## config.mk

```make
export PLATFORM = sky130hd
export DESIGN_NAME = ign_coil_sim
export DESIGN_NICKNAME = d
export VERILOG_FILES = /design/src/rtl/ign_coil_sim.sv
export SDC_FILE = /design/constraint.sdc
export NUM_CORES = 1
export LEC_CHECK = 0
export ABC_AREA = 1
export CAP_MARGIN = 20
export CELL_PAD_IN_SITES_DETAIL_PLACEMENT = 2
export CELL_PAD_IN_SITES_GLOBAL_PLACEMENT = 2
export CORE_ASPECT_RATIO = 0.8
export CORE_MARGIN = 2
export CORE_UTILIZATION = 31
export CTS_CLUSTER_DIAMETER = 150
export DETAILED_ROUTE_END_ITERATION = 8
export PLACE_DENSITY_LB_ADDON = 0.15
export SLEW_MARGIN = 20
export SYNTH_ARGS = -nofsm -noshare
export SYNTH_HDL_FRONTEND = slang
export SYNTH_SLANG_ARGS = --single-unit
```

## constraint.sdc

```tcl
create_clock -name sysclk -period 3.9 [get_ports sysclk]
set_clock_uncertainty 0.15 [all_clocks]
set_input_delay 0.78 -clock sysclk [delete_from_list [all_inputs] [get_ports sysclk]]
set_output_delay 0.78 -clock sysclk [all_outputs]
set_load 0.02 [all_outputs]
```

## src/rtl/ign_coil_sim.sv

```systemverilog
// ign_coil_sim: synthetic ignition-coil waveform generator driven by the 1 MHz pulse1m tick.
// Emits a coil signal with programmable period and dwell, either continuously or as a
// fixed-count burst. Start latency is the sysclk edge that samples the starting pulse1m.
// An abort (run low) takes effect on the next sysclk.
//
// Ports:
//   sysclk, sysreset       - 50 MHz clock; asynchronous active-high reset
//   pulse1m                - one-sysclk strobe at 1 MHz; all waveform timing counts these
//   run                    - level enable for waveform generation
//   period_us              - coil cycle length in us (rising edge to rising edge)
//   dwell_us               - coil-high time per cycle in us (clamped to period_us-1)
//   burst_len              - number of cycles to emit (0 = continuous)
//   ign_coil               - registered coil waveform
//   spark_event            - one-sysclk pulse, one sysclk after each natural coil falling edge
//   busy                   - high while generating
//   burst_done             - one-sysclk pulse when a finite burst completes
//   cycle_count            - cycles completed since the last start
module ign_coil_sim #(
  parameter int CW = 16
) (
  input  logic          sysclk,
  input  logic          sysreset,
  input  logic          pulse1m,
  input  logic          run,
  input  logic [CW-1:0] period_us,
  input  logic [CW-1:0] dwell_us,
  input  logic [CW-1:0] burst_len,
  output logic          ign_coil,
  output logic          spark_event,
  output logic          busy,
  output logic          burst_done,
  output logic [CW-1:0] cycle_count
);

  typedef enum logic {IDLE, RUN} state_t;

  state_t        state, state_nxt;
  logic [CW-1:0] phase, phase_nxt;
  logic [CW-1:0] per_l, per_nxt;
  logic [CW-1:0] dw_l, dw_nxt;
  logic [CW-1:0] bl_l, bl_nxt;
  logic [CW-1:0] count_nxt;
  logic          coil_nxt;
  logic          done_nxt;
  logic          fall_pend, fall_nxt;

  logic [CW-1:0] dw_e;       // clamped dwell of the cycle in progress
  logic [CW-1:0] dw_new;     // clamped dwell of values about to be latched
  logic [CW-1:0] count_inc;
  logic [CW-1:0] phase_inc;
  logic          cyc_end;

  // Clamp dwell so every cycle has at least one low microsecond.
  function automatic logic [CW-1:0] clamp_dwell(input logic [CW-1:0] per,
                                                input logic [CW-1:0] dw);
    return (dw < per) ? dw : (per - CW'(1));
  endfunction

  assign dw_e      = clamp_dwell(per_l, dw_l);
  assign dw_new    = clamp_dwell(period_us, dwell_us);
  assign count_inc = cycle_count + CW'(1);
  assign phase_inc = phase + CW'(1);
  assign cyc_end   = (phase == (per_l - CW'(1)));
  assign busy      = (state == RUN);

  always_ff @(posedge sysclk or posedge sysreset) begin
    if (sysreset) begin
      state       <= IDLE;
      phase       <= '0;
      per_l       <= '0;
      dw_l        <= '0;
      bl_l        <= '0;
      cycle_count <= '0;
      ign_coil    <= 1'b0;
      burst_done  <= 1'b0;
      fall_pend   <= 1'b0;
      spark_event <= 1'b0;
    end else begin
      state       <= state_nxt;
      phase       <= phase_nxt;
      per_l       <= per_nxt;
      dw_l        <= dw_nxt;
      bl_l        <= bl_nxt;
      cycle_count <= count_nxt;
      ign_coil    <= coil_nxt;
      burst_done  <= done_nxt;
      // The spark trails the falling edge by one sysclk.
      fall_pend   <= fall_nxt;
      spark_event <= fall_pend;
    end
  end

  always_comb begin
    state_nxt = state;
    phase_nxt = phase;
    per_nxt   = per_l;
    dw_nxt    = dw_l;
    bl_nxt    = bl_l;
    count_nxt = cycle_count;
    coil_nxt  = ign_coil;
    done_nxt  = 1'b0;
    fall_nxt  = 1'b0;

    case (state)
      IDLE: begin
        coil_nxt  = 1'b0;
        phase_nxt = '0;
        if (pulse1m && run && (period_us != '0)) begin
          per_nxt   = period_us;
          dw_nxt    = dwell_us;
          bl_nxt    = burst_len;
          count_nxt = '0;
          state_nxt = RUN;
          coil_nxt  = (dw_new != '0);
        end
      end

      RUN: begin
        if (!run) begin
          // Abort is immediate; a coincident cycle end is still counted.
          state_nxt = IDLE;
          phase_nxt = '0;
          coil_nxt  = 1'b0;
          if (pulse1m && cyc_end) count_nxt = count_inc;
        end else if (pulse1m) begin
          if (cyc_end) begin
            phase_nxt = '0;
            count_nxt = count_inc;
            // New period/dwell only take effect at cycle boundaries.
            per_nxt   = period_us;
            dw_nxt    = dwell_us;
            coil_nxt  = (dw_new != '0);
            if ((bl_l != '0) && (count_inc == bl_l)) begin
              state_nxt = IDLE;
              done_nxt  = 1'b1;
              coil_nxt  = 1'b0;
            end else if (period_us == '0) begin
              state_nxt = IDLE;
              coil_nxt  = 1'b0;
            end
          end else begin
            phase_nxt = phase_inc;
            coil_nxt  = (phase_inc < dw_e);
          end
          // Only falls produced by the dwell comparison count as sparks.
          fall_nxt = ign_coil && !coil_nxt;
        end
      end

      default: begin
        state_nxt = IDLE;
        coil_nxt  = 1'b0;
      end
    endcase
  end

endmodule

```

==> results of run 1 <==
==> synthesized netlist by cell type (4+ instances only) <==
cell and n:
o21ai_0 84, nor2_1 66, mux2_4 5, nor4_1 11, xnor2_1 5, nand4_1 21
nand2_1 261, o21bai_1 4, clkbuf_1 11, nand2_2 4, or2_2 9, nor2_2 6
a21oi_1 23, inv_1 124, buf_6 5, dfrtp_1 85, o21ai_1 17, nor3_1 14
xor2_1 29, nand3_1 48, ha_1 49
==> flip-flops by register name (all words and copies together), names as in the netlist <==
name,flops
burst_done,1
spark_event,1
cycle_count,16
phase,16
dw_l,16
bl_l,16
ign_coil,1
busy,1
per_l,16
fall_pend,1
==> power by group through the flow <==
| stage | clock network (mW) | registers, mW | logic [mW] |
|---|---|---|---|
| global route | 0.944 | 1.16 | 1.55 |
| CTS | 0.920 | 1.14 | 1.36 |
| floorplan | 0 | 1.12 | 0.846 |
| global placement | 0 | 1.15 | 1.28 |
| detailed placement | 0 | 1.16 | 1.34 |
| finish | 0.896 | 1.14 | 1.35 |
==> kinds of logic after synthesis <==
logic type                 synth area share
muxes                                0.0118
DFF                                   0.335
adders and majority gates            0.0967
and+or+nand+nor                       0.297
buffers and inverters                0.0921
AOI/OAI and AO/OA                     0.114
xor gates and xnor gates             0.0531
==> worst min-delay path by stage <==
stage	depth (start not counted)	end	slack, ps
finish	0	spark_event	200
global route	0	spark_event	220
CTS	0	spark_event	210
detailed placement	0	spark_event	200
global placement	0	spark_event	190
floorplan	0	spark_event	180
==> through the flow <==
| step | power (mW) | util | setup WS (ps) |
|---|---|---|---|
| 3_5_place_dp | 2.50 | 0.374 | 13.2 |
| 4_1_cts | 3.42 | 0.389 | 189 |
| 3_3_place_gp | 2.43 | 0.374 | 59.0 |
| 2_1_floorplan | 1.97 | - | 777 |
| 6_report | 3.38 | 0.390 | 349 |
| 5_1_grt | 3.65 | 0.390 | 7.01 |
==> critical path: cells and delay by family <==
family,cells,cell delay (ps)
compound gates,2,550
buf+inv,2,690
simple gates,7,1640
==> metal layers <==
metal | part of all wire | GRT usage
met4 | 0.010 | 0.0439
met1 | 0.57 | 0.357
met2 | 0.39 | 0.297
met3 | 0.027 | 0.0283
met5 | 0 | 0
==> cell type report <==
class,instances,share of cell area
multi-input cells,670,0.471
flip-flops and latches,85,0.273
repair buffers,90,0.114
inverters,127,0.0613
well taps,264,0.0424
clock buffers,9,0.0289
clock inverters,7,0.00963
==> timing repair <==
| action | in CTS | in global routing |
|---|---|---|
| buffers inserted | 0 | 0 |
| endpoints found under the hold margin | 0 | 0 |
| gates resized for setup | 0 | 5 |
| setup endpoints to repair | 0 | 2 |
==> flow_metrics.tcl, run 1 <==
set metrics [dict create \
    outcome "finished clean" \
    post-place-cells 1236 \
    htreeDepth 3 \
    peakVddDrop_v 0.000187 \
    drtPass1Iterations 4 \
    die_w_um 164 \
    arrival_ps 3670 \
    p_leak_nw 3.74 \
    clkPwrFrac 0.265 \
    instances_no_fill 1252 \
    seq_area_um2 2130 \
    antenna_found_initial 0 \
    slew_violations 0 \
    drv_cap 0 \
    synth_cell_type_count 35 \
    grt_pass1_wl_um 36600 \
    hold_path_class "reg2reg" \
    r2r-start "per_l[7]" \
    fin_nets 1084 \
    placementRows 46 \
    syn-instance-count 900 \
    slew_headroom 0.529 \
    die-area_um2 21600 \
    timing.final.hold_violations 0 \
    multiInputGateArea_um2 3670 \
    synth_top_area_frac 0.335 \
    async_reset_ff_frac 1.00 \
    setup_viol 0 \
    critical_path.startpoint_type "input pin" \
    critPathKind "in2reg" \
    port_buffers 71 \
    power.internal_mw 1.97 \
    crit_path_frequent_cell "nor2_1" \
    hold-worst-slack_ps 204 \
    rsz0062_at_grt "false" \
    seq_power_share 0.337 \
    tightestPinTransition_ps 701 \
    ioPinCount 72 \
    cts_sinks 85 \
    area_growth_pct 22.9 \
    synth_seq_area_share 0.335 \
    grt_max_degree 41 \
    netSwitchingPower_mw 1.42 \
    cts-root-buf "clkbuf_16" \
    clock_path_buffers 2 \
    start_util 0.318 \
    numCtsBuffers 9 \
    rr_worst_depth 20 \
    synth_fp_nets 1001 \
    core_um2 20000 \
    place_area_um2 7460 \
    layout_commonest_cell "nand2_1" \
    via_count 6279 \
    grt_usage 0.218 \
    cts_tree "built" \
    endpoint "per_l[6]" \
    ys_top_cells_by_area "dfrtp_1, nand2_1, ha_1" \
    diodes 0 \
    grt_pass1_vias 6670 \
    tns_ps 0 \
    cpPeakStageDelay_ps 560 \
    period_share 0.911 \
    fmax_ghz 0.282 \
    die_h_um 132 \
    routedWlPerCell_um 18.0 \
    ant_nets 0 \
    via_per_inst 5.02 \
    gp_congestion 0.831 \
    ys_ff_latch 85 \
    reg2reg_to "ign_coil" \
    slowest_stage "nor3_1" \
    syn_area_per_cell_um2 7.05 \
    min_period_ps 3550 \
    synth_area_leader_cell "dfrtp_1" \
    path_cells "clkdlybuf4s50_1 -> nor2_1 -> nand3_1 -> nor4_1 -> nand4_1 -> nor3_1 -> nor2_1 -> o21ai_4 -> buf_12 -> nand2_1 -> o21ai_0" \
    cp-end-kind "flip-flop" \
    p_sw_frac 0.419 \
    worstHoldStart "fall_pend" \
    drtIter0Drc 248 \
    grt_overflow 0 \
    crit_required_ps 4020 \
    synth_edf_count 0 \
    clk_latency_ps 360 \
    layout-drive-gt1-share 0.0729 \
    power.density_nw_per_um2 434 \
    critPathLaunch "period_us[4]" \
    post-dp-hpwl_um 18600 \
    postSynth.topFlopCell "dfrtp_1" \
    layout_common_cells "nand2_1, inv_1, dfrtp_1, o21ai_0, clkdlybuf4s50_1" \
    syn-cell-area_um2 6340 \
    pwr-share-comb 0.398 \
    path_clk_slew_ps 70 \
    worstPathMaxFanout 40 \
    routed_wl_um 22600 \
    nFillCells 2357 \
    drc_errors 0 \
    r2r_slack_ps 360 \
    ys_warn_count 0 \
    ctsHoldBuffers 0 \
    final_cell_area_um2 7790 \
]
No activity file was read; power rests on OpenSTA's default activity.
==> run 2, diff against run 1 <==
CAP_MARGIN = 5   (was 20)
==> results of run 2 <==
Same layout as run 1: the final DEF is identical, and so are final timing and power.
